File: src/rtl/jk_bank_arbiter.sv
// rtl/jk_bank_arbiter.sv - round-robin command arbiter and sequencer for a bank of JK flip-flops
//
// Purpose: picks one of NREQ requesters at a time (round robin from ptr), drives the
// selected bit's j/k pair for exactly one clock, and optionally reads the bit back.
// Build option: define JK_BANK_ARBITER_VERIFY_EN to add the CHECK state and a live err;
// without it DRIVE returns straight to IDLE, err is 0 and q is ignored.
// Ports:
//   clock       rising-edge clock
//   reset       asynchronous active-low reset
//   req         per-requester request level
//   cmd         per-requester op, [2i+1:2i]: 00 hold, 01 set, 10 clear, 11 toggle
//   idx         per-requester target bit, [IDX_W*i +: IDX_W]
//   gnt         one-hot grant pulse
//   j, k        registered drive to the bank
//   q           bank readback
//   busy        high whenever the sequencer is not idle
//   done        one-cycle completion pulse
//   err         readback mismatch, alongside done
module jk_bank_arbiter #(
   parameter int NREQ  = 4,
   parameter int WIDTH = 8,
   parameter int IDX_W = 3
) (
   input  logic                  clock,
   input  logic                  reset,
   input  logic [NREQ-1:0]       req,
   input  logic [2*NREQ-1:0]     cmd,
   input  logic [IDX_W*NREQ-1:0] idx,
   output logic [NREQ-1:0]       gnt,
   output logic [WIDTH-1:0]      j,
   output logic [WIDTH-1:0]      k,
   input  logic [WIDTH-1:0]      q,
   output logic                  busy,
   output logic                  done,
   output logic                  err
);

   localparam int PTR_W = (NREQ > 1) ? $clog2(NREQ) : 1;

   localparam logic [1:0] OP_HOLD = 2'b00;
   localparam logic [1:0] OP_SET  = 2'b01;
   localparam logic [1:0] OP_CLR  = 2'b10;
   localparam logic [1:0] OP_TOG  = 2'b11;

`ifdef JK_BANK_ARBITER_VERIFY_EN
   typedef enum logic [1:0] {IDLE, DRIVE, CHECK} state_t;
`else
   typedef enum logic [1:0] {IDLE, DRIVE} state_t;
`endif

   state_t             state;
   logic [PTR_W-1:0]   ptr;
   logic [1:0]         op_l;
   logic [IDX_W-1:0]   idx_l;

   // round-robin winner search
   logic               hit;
   logic [PTR_W-1:0]   win;
   logic [PTR_W-1:0]   cand;
   logic [NREQ-1:0]    gmask;
   logic [1:0]         wcmd;
   logic [IDX_W-1:0]   widx;
   logic [PTR_W-1:0]   ptr_next;

   // drive pattern for the latched command
   logic [WIDTH-1:0]   sel;
   logic [WIDTH-1:0]   drive_j;
   logic [WIDTH-1:0]   drive_k;

   always_comb begin
      hit  = 1'b0;
      win  = '0;
      cand = '0;
      for (int i = 0; i < NREQ; i++) begin
         cand = PTR_W'((int'(ptr) + i) % NREQ);
         if (!hit && req[cand]) begin
            hit = 1'b1;
            win = cand;
         end
      end
   end

   always_comb begin
      gmask = '0;
      wcmd  = OP_HOLD;
      widx  = '0;
      for (int i = 0; i < NREQ; i++) begin
         if (PTR_W'(i) == win) begin
            gmask[i] = 1'b1;
            wcmd     = cmd[2*i +: 2];
            widx     = idx[IDX_W*i +: IDX_W];
         end
      end
   end

   assign ptr_next = PTR_W'((int'(win) + 1) % NREQ);

   // An out-of-range idx matches no bit, so it drives nothing and reads back 0.
   always_comb begin
      sel = '0;
      for (int b = 0; b < WIDTH; b++) begin
         sel[b] = (IDX_W'(b) == idx_l);
      end
   end

   assign drive_j = sel & {WIDTH{op_l[0]}};
   assign drive_k = sel & {WIDTH{op_l[1]}};

   assign busy = (state != IDLE);

`ifdef JK_BANK_ARBITER_VERIFY_EN
   logic q_sel;
   logic in_range;
   logic exp_next;
   logic exp_l;

   assign q_sel    = |(q & sel);
   assign in_range = |sel;

   always_comb begin
      exp_next = 1'b0;
      if (in_range) begin
         case (op_l)
            OP_SET:  exp_next = 1'b1;
            OP_CLR:  exp_next = 1'b0;
            OP_TOG:  exp_next = ~q_sel;
            default: exp_next = q_sel;
         endcase
      end
   end

   // The bank only updates on the edge that launches done, so the readback can
   // only be judged while done is high; err is therefore qualified by done.
   assign err = done & (q_sel != exp_l);
`else
   logic unused_q;
   assign unused_q = ^q;
   assign err = 1'b0;
`endif

   always_ff @(posedge clock or negedge reset) begin
      if (!reset) begin
         state <= IDLE;
         ptr   <= '0;
         op_l  <= OP_HOLD;
         idx_l <= '0;
         gnt   <= '0;
         j     <= '0;
         k     <= '0;
         done  <= 1'b0;
`ifdef JK_BANK_ARBITER_VERIFY_EN
         exp_l <= 1'b0;
`endif
      end else begin
         gnt  <= '0;
         j    <= '0;
         k    <= '0;
         done <= 1'b0;
         case (state)
            IDLE: begin
               if (hit) begin
                  gnt   <= gmask;
                  op_l  <= wcmd;
                  idx_l <= widx;
                  ptr   <= ptr_next;
                  state <= DRIVE;
               end
            end
            DRIVE: begin
               j <= drive_j;
               k <= drive_k;
`ifdef JK_BANK_ARBITER_VERIFY_EN
               // q is still the pre-command value here; j/k only act on the next edge
               exp_l <= exp_next;
               state <= CHECK;
`else
               done  <= 1'b1;
               state <= IDLE;
`endif
            end
`ifdef JK_BANK_ARBITER_VERIFY_EN
            CHECK: begin
               done  <= 1'b1;
               state <= IDLE;
            end
`endif
            default: state <= IDLE;
         endcase
      end
   end

endmodule

File: config.mk
export PLATFORM = sky130hd
export DESIGN_NAME = jk_bank_arbiter
export DESIGN_NICKNAME = d
export VERILOG_FILES = /design/src/rtl/jk_bank_arbiter.sv
export SDC_FILE = /design/constraint.sdc
export NUM_CORES = 1
export LEC_CHECK = 0
export ABC_AREA = 1
export BUFFER_PORTS_ARGS = -buffer_cell sky130_fd_sc_hd__clkbuf_2
export CAP_MARGIN = 20
export CORE_UTILIZATION = 48
export CTS_CLUSTER_DIAMETER = 200
export CTS_CLUSTER_SIZE = 16
export DETAILED_ROUTE_END_ITERATION = 12
export GPL_TIMING_DRIVEN = 0
export MAX_ROUTING_LAYER = met4
export PLACE_DENSITY = 0.88
export SYNTH_ARGS = -nofsm -noshare
export SYNTH_HDL_FRONTEND = slang
export SYNTH_SLANG_ARGS = --single-unit
export TNS_END_PERCENT = 100
File: constraint.sdc
create_clock -name clock -period 3.3 [get_ports clock]
set_input_delay 0.495 -clock clock [delete_from_list [all_inputs] [get_ports clock]]
set_output_delay 0.495 -clock clock [all_outputs]
set_load 0.01 [all_outputs]
# ---- After elaboration in Yosys (flattened, before gate mapping)
# Cells that the tools add are included.
# Widths: inputs -> output; s select.
dict set report totals {
  register_bits 30
  latchBits 0
  mem_bits_rw 0
  rom_bits 0
  output_inout_bits 23
  elab_cells 76
  mem_count 0
}
dict set report op_classes {
  add_sub_neg 4
  multipliers 0
  div 0
  magnitude_cmp 4
  n_eq_ne 12
  shift 0
  n_mux 35
  bitwise_logic 2
  reduce_logical 11
}
# operator count
set ops {}
lappend ops {{$mux 2} 10}
lappend ops {{$and 8x8->8} 2}
lappend ops {{$mux 8} 2}
lappend ops {{$mux 1} 13}
lappend ops {{$eq 3x3->1 const A} 4}
lappend ops {{$lt 2x3->1 const B} 4}
lappend ops {{$mux 3} 4}
lappend ops {{$bmux 1 s2} 4}
lappend ops {{$mux 4} 2}
lappend ops {{$eq 2x3->1 const A} 2}
lappend ops {{$add 2x1->2 const B} 2}
lappend ops {{$add 2x2->2 const B} 2}
lappend ops {{$eq 2x2->1 const A} 2}
lappend ops {{$logic_not 2->1} 2}
lappend ops {{$eq 1x3->1 const A} 1}
lappend ops {{$logic_and 1x1->1} 3}
lappend ops {{$logic_not 1->1} 3}
lappend ops {{$logic_not 3->1} 1}
lappend ops {{$eq 1x2->1 const A} 1}
lappend ops {{$eq 2x1->1 const B} 1}
lappend ops {{$ne 2x2->1 const B} 1}
lappend ops {{$reduce_and 2->1} 1}
lappend ops {{$reduce_bool 2->1} 1}

# ---- Logic depth before layout (Yosys ltp)
# Gate-level depths: netlist (run 1).
dict set report logic_depth {
  word_depth 17
  depth_mapped 18
  ltp_nobuf 18
}

# ---- Least setup slack after synthesis (run 1)
# OpenSTA, ideal clock, no wires.
dict set report synth_timing {
  path_kind {flip-flop to flip-flop}
  start {reg ptr[0]}
  end {reg idx_l[0]}
  t_arrival_ps 2218
  required_ps 3235
  setup_slack_ps 1016
  stages_incl_launch_ff 18
  n_path_buf 1
  synth_period_minus_slack_ps 2284
  path_cell_list {dfrtp_1 buf_6 nand2_1 o21ai_0 nand2_1 nand2_1 nor2_4 nand3b_4 nand3_1 inv_1 ha_1 nor2_1 nand2_1 nand2_1 o21ai_0 o21ai_0 nand3_1 nand2_1}
}
dict set report synth_between {
  elab_chain_len 17
  word_cells_on_any_way 34
  cone_classes {add/sub (3); eq/ne (3); mux (20); reduce/logical (8)}
}
# element line
set synth_rtl {}
lappend synth_rtl {{start, declared} 52} ;# logic [PTR_W-1:0] ptr;
lappend synth_rtl {{start signal, assigned} 165} ;# ptr <= ptr_next;
lappend synth_rtl {{branches (longest 17 deep; another with $add 2x1->2)} n/a}
lappend synth_rtl {{end signal, assigned} 164} ;# idx_l <= widx;
lappend synth_rtl {{end, declared} 54} ;# logic [IDX_W-1:0] idx_l;
# Parallel ways; which one is timed is not known. The select of a mux whose other input is x is not followed.
# A chain may end at the register's enable or synchronous reset.

# ---- Worst setup path after layout (run 1)
dict set report layout_timing {
  start {reg ptr[1]}
  end {reg idx_l[2]}
}
# Same word-level chain as after synthesis.

==> results.cfg, run 1 <==
[global_routing]
met1_usage = 0.253
grt-ovfl-total = 0
grtUsageTotal = 0.216
grt_use_met2 = 0.341
met3_usage = 0.0703
grt_start_max_net_pins = 30
grt_pass1_wl_um = 5170
grt_pass1_vias = 1269
grt_busiest_layer = met2
antenna_found_initial = 0

[clocking]
clock_latency_ps = 320
cts_max_level = 2
hold_buffers = 0
root_buffer = clkbuf_4
postCtsResizedCells = 0
cts_made_buffers = 5
clk_pin_slew_worst_paths_ps = 90
cts_buffer_depth = 2
cts_sinks = 29
postCtsSetupBuffers = 0
cts_tree = done

[synth]
seq_area_frac_synth = 0.489
syn_area_um2 = 1480
avgSynthCellArea_um2 = 7.73
ys_ff_latch = 29
syn_inst = 192
yosys_warnings = 0
yosysUniqueCellTypes = 19
yosys.area.top_type_share = 0.489
synth_area_leaders = dfrtp_1 49%, nand2_1 16%, nand3_1 7.4%
syn-num-nets = 230
yosys.area.top_type = dfrtp_1

[die]
start_util = 0.520
pin_count = 57
die_w_um = 57.6
fp.dieH_um = 57.6
dieArea_um2 = 3320
core-area_um2 = 2850
num_rows = 19

[power_and_ir_drop]
power_density_nw_per_um2 = 1100
peakVddDrop_mv = 0.821
leakagePower_nw = 1.07

[sta]
layout_setup_ws_ps = 568
fmax_ghz = 0.366
tns_ps = 0
clock_skew_ps = 7.35
layout_min_cycle_time_ps = 2730
final_max_slew_viol_count = 0
max_slew.worst_pin.slew_ps = 676
fin_crit_sh = 0.828
finalSetupViolations = 0
relSlewSlack = 0.550
rsz0062_at_grt = no
hold_viol_final = 0
fin_hold_ws_ps = 193

[placement]
gp_congestion = 0.880
post_dp_cell_area_um2 = 1760
numPortBuffers = 47
pre_cts_ws_ps = 480
hpwl_um = 2210

[final_layout]
fin_nets = 284
fill_cells = 264
diodes = 0
fin_area_um2 = 1830
syn_to_final_growth_pct = 23.2
final_layout_size_suffix_gt1_frac = 0.263

[drt]
drtPass1Iterations = 10
drcViolationCount = 2
vias_per_cell = 4.97
num_vias = 1383
ant_nets = 0
drt-total-wl_um = 2960
dr.first_iter.drc_count = 39
wl_per_cell_um = 10.6

[setup_path]
startpoint = ptr[1]
path_class = reg -> reg
end_kind = register
worst_ep_required_time_ps = 3560
cp_max_fo = 9
arrival_ps = 2990
reg2reg_from = ptr[1]
crit_path_start_kind = register

[outcome]
status = finished, violations left
violations = DRC

[job]
timing.max_cap.violations = 0

[hold_path]
hp-class = in -> async
## logic make-up (layout without fill, tap and decap cells)
kind of cell,Yosys count,count (layout),synth area share
buffers and inverters,24,79,0.0734
AND/OR/NAND/NOR,115,115,0.337
adder cells (fa/ha/maj),4,4,0.0337
other,1,1,0.00253
flip-flops,29,29,0.489
AO/OA/AOI/OAI,19,19,0.0641
## power by group
part | switching (mW) | internal (mW)
clock | 0.117 | 0.123
combinational | 0.796 | 0.456
sequential | 0.0699 | 0.447
total | 0.983 | 1.03
## critical path, cell delays in order, from the launching register on
cell	delay, ps
dfrtp_1	450
inv_1	120
nand2_1	90
nand2_2	90
nand2_1	90
nand2_1	90
nor2_4	140
nand3b_4	160
nand3_1	170
inv_1	80
ha_1	290
nor2_1	300
nand2_1	90
nand2_1	70
o21ai_0	70
o21ai_0	170
nand3_1	100
nand2_1	90
## cell type report
type / count / area, um2 / area share
buffer: 4 / 33.8 / 0.0185
clock buffer: 7 / 65.1 / 0.0356
clock inverter: 1 / 5.00 / 0.00274
inverter: 20 / 75.1 / 0.0411
multi-input combinational: 139 / 649 / 0.355
sequential: 29 / 726 / 0.397
tap: 31 / 38.8 / 0.0212
timing repair buffer: 47 / 235 / 0.129
## layout by cell type, fill, tap and decap left out, types with 2 or more instances in the layout
cell,n
a21oi_1,5
buf_6,2
clkbuf_2,47
clkbuf_4,5
clkbuf_8,2
dfrtp_1,29
ha_1,4
inv_1,19
nand2_1,65
nand2_2,3
nand3_1,22
nor2_1,21
o21ai_0,12
o21ai_1,2
## path summary, 6_finish.rpt
kind	cells past startpoint	endpoint	slack [ps]
setup / recovery	17	idx_l[2]	570
hold / removal	1	j[4]	190
setup reg to reg	17	idx_l[2]	570
hold reg to reg	2	op_l[0]	490
max in group asynchronous	1	ptr[0]	2670
min in group clock	2	op_l[0]	490
## stage by stage
stage	std cells	total power, mW	utilization
global route	278	2.24	0.641
global placement	270	1.71	0.616
floorplan	192	1.48	-
detailed placement	270	1.76	0.616
finish	278	2.01	0.641
CTS	278	2.01	0.641
## cells in the mapped netlist
library cell,instances
inv_1,19
buf_4,1
o21ai_1,2
o21ai_0,12
nand2_2,3
nand2_1,65
nand4_1,1
nor2_4,1
dfrtp_1,29
inv_2,1
ha_1,4
nand3_1,22
buf_6,2
a21oi_1,5
clkbuf_1,1
nand2_4,1
nand3b_4,1
conb_1,1
nor2_1,21
## layer usage
| metal | wire length (um) | part of all wire |
|---|---|---|
| met5 | 0 | 0 |
| met4 | 72 | 0.024 |
| met3 | 194 | 0.066 |
| met2 | 1380 | 0.47 |
| met1 | 1310 | 0.44 |
## state kept, by name, indices dropped and copies added, names as in the netlist
| name | count |
|---|---|
| done | 1 |
| gnt | 4 |
| idx_l | 3 |
| j | 8 |
| k | 8 |
| op_l | 2 |
| ptr | 2 |
| state | 1 |
Power figures use the tool's default switching activity.
==> run 2, diff against run 1 <==
==> constraint.sdc (replaced) <==
create_clock -name clock -period 2.6 [get_ports clock]
set_input_delay 0.39 -clock clock [delete_from_list [all_inputs] [get_ports clock]]
set_output_delay 0.39 -clock clock [all_outputs]
set_load 0.01 [all_outputs]
==> run 2 against run 1 <==
Compared with the run above:
- the flow still finishes with violations (DRC)
- flip-flop and latch count unchanged
- non-clock buffer count is 3 higher
- routed wire length down 0.20%
- sequential power grew 27%
- total power increased by 33%
- cell area increased by 2.3%
- utilization is 1.5 points higher
- highest routed layer unchanged
==> results.cfg, run 2 (synthesis gave the netlist of run 1 again) <==
[die]
pin_count = 57
fp.dieH_um = 57.6
core-area_um2 = 2850
start_util = 0.520
die_w_um = 57.6
dieArea_um2 = 3320
num_rows = 19

[clocking]
cts_buffer_depth = 2
hold_buffers = 0
cts_made_buffers = 5
clk_pin_slew_worst_paths_ps = 90
cts_sinks = 29
root_buffer = clkbuf_4
clock_latency_ps = 320
cts_max_level = 2
cts_tree = done

[placement]
numPortBuffers = 47
post_dp_cell_area_um2 = 1760
gp_congestion = 0.880
pre_cts_ws_ps = -115
hpwl_um = 2210

[global_routing]
grt_start_max_net_pins = 30
antenna_found_initial = 0
grt-ovfl-total = 0
grt_pass1_wl_um = 5180
grtUsageTotal = 0.217
grt_pass1_vias = 1275

[sta]
rsz0062_at_grt = no
layout_min_cycle_time_ps = 2320
relSlewSlack = 0.553
layout_setup_ws_ps = 279
finalSetupViolations = 0
fmax_ghz = 0.431
clock_skew_ps = 8.47
max_slew.worst_pin.slew_ps = 671
fin_crit_sh = 0.893
final_max_slew_viol_count = 0
hold_viol_final = 0

[setup_path]
cpMostUsedCell = nand2_1
cp_num_cells = 13
end_kind = register
reg2reg_slack_ps = 280
crit_buf_inv = 1
startpoint = ptr[0]
path_class = reg -> reg
reg2reg_from = ptr[0]
cpLargestDelayFamily = compound AO/OA/AOI/OAI gates
cp_max_fo = 7
crit_path_start_kind = register
slowest_delay_ps = 450
worst_ep_required_time_ps = 2860
endpoint = idx_l[2]
arrival_ps = 2580
reg2reg_to = idx_l[2]
cp_cell_sequence = o21ai_0, nand2_1, o21ai_1, nand3b_4, nand3_2, inv_1, ha_2, a21oi_1, nand2_1, o21ai_0, o21ai_1, nand3_1, nand2_1
r2r_cells = 13
cpMaxStageDelayCell = dfrtp_2

[final_layout]
diodes = 0
fin_nets = 287
final_layout_size_suffix_gt1_frac = 0.296
layout.cells.most_common = nand2_1
syn_to_final_growth_pct = 26.1
fin_area_um2 = 1870
final_util = 0.656
reg_top3 = j x8, k x8, gnt x4
fill_cells = 252
most-common-layout-cells = 65 x nand2_1, 47 x clkbuf_2, 27 x dfrtp_1, 21 x nand3_1, 20 x nor2_1

[power_and_ir_drop]
leakagePower_nw = 1.09
peakVddDrop_mv = 1.20
power_mw = 2.67
power_density_nw_per_um2 = 1430

[outcome]
status = finished, violations left
violations = DRC

[drt]
drtPass1Iterations = 10
drcViolationCount = 2
num_vias = 1408
vias_per_cell = 5.01
ant_nets = 0
dr.first_iter.drc_count = 45
wl_per_cell_um = 10.5
drt-total-wl_um = 2950

[hold_path]
hp-class = in -> async

[job]
timing.max_cap.violations = 0
run 2: cell types whose count changed in the layout (fill, tap and decap cells not counted):
cell	change
nor2_1	-1
ha_1	-2
nand3_1	-1
dfrtp_1	-2
o21ai_0	-2
o21ai_1	+2
ha_2	+2
nand3_2	+1
dfrtp_2	+2
buf_4	+3
nor2_4	+1
run 2: layer usage:
layer,vias up,GRT usage,part of all wire
met2,60,0.342,0.46
li1,718,-,-
met1,623,0.253,0.44
met5,-,-,0
met4,0,0.0941,0.024
met3,7,0.0703,0.069
run 2: cell type report:
class                   count  area (um2)  share of cell area
plain buffers               4        33.8              0.0181
clock buffers               7        65.1              0.0348
clock inverters             1        5.00             0.00268
inverters                  20        75.1              0.0401
multi-input cells         139         667               0.357
flip-flops and latches     29         728               0.389
well taps                  31        38.8              0.0207
repair buffers             50         258               0.138
run 2: power by group:
group / leakage, nW / switching (mW) / internal (mW)
registers: 0.386 / 0.0879 / 0.570
clock network: 0.0413 / 0.149 / 0.157
logic: 0.660 / 1.05 / 0.648
run 2: what timing repair did:
item,CTS,global route
setup endpoints to repair,5,5
cloned,0,0
gates resized for setup,2,7
pin swaps,0,2
buffers inserted,0,3
run 2: worst register-to-register path, delay by kind of cell (launching register included):
| kind | cells | cell delay (ps) |
|---|---|---|
| compound gates | 5 | 800 |
| fa+ha+maj | 1 | 280 |
| buf+inv | 1 | 100 |
| flops | 1 | 450 |
| simple gates | 6 | 630 |
run 2: worst min path at each step:
stage / startpoint / to / slack [ps] / cells after the start
after global placement: reset / done / 450 / 1
after floorplan: reset / done / 90 / 0
after detailed placement: reset / k[6] / 450 / 1
final: reset / j[4] / 90 / 1
after CTS: reset / k[3] / 90 / 1
after global routing: reset / j[5] / 140 / 1
run 2: stage by stage:
stage / std cells / hold slack [ps] / setup TNS (ps)
finish: 281 / 87.4 / 0
CTS: 278 / 94.5 / 0
floorplan: 192 / 94.4 / 0
global route: 281 / 140 / 0
detailed placement: 270 / 453 / -405
global placement: 270 / 448 / -167
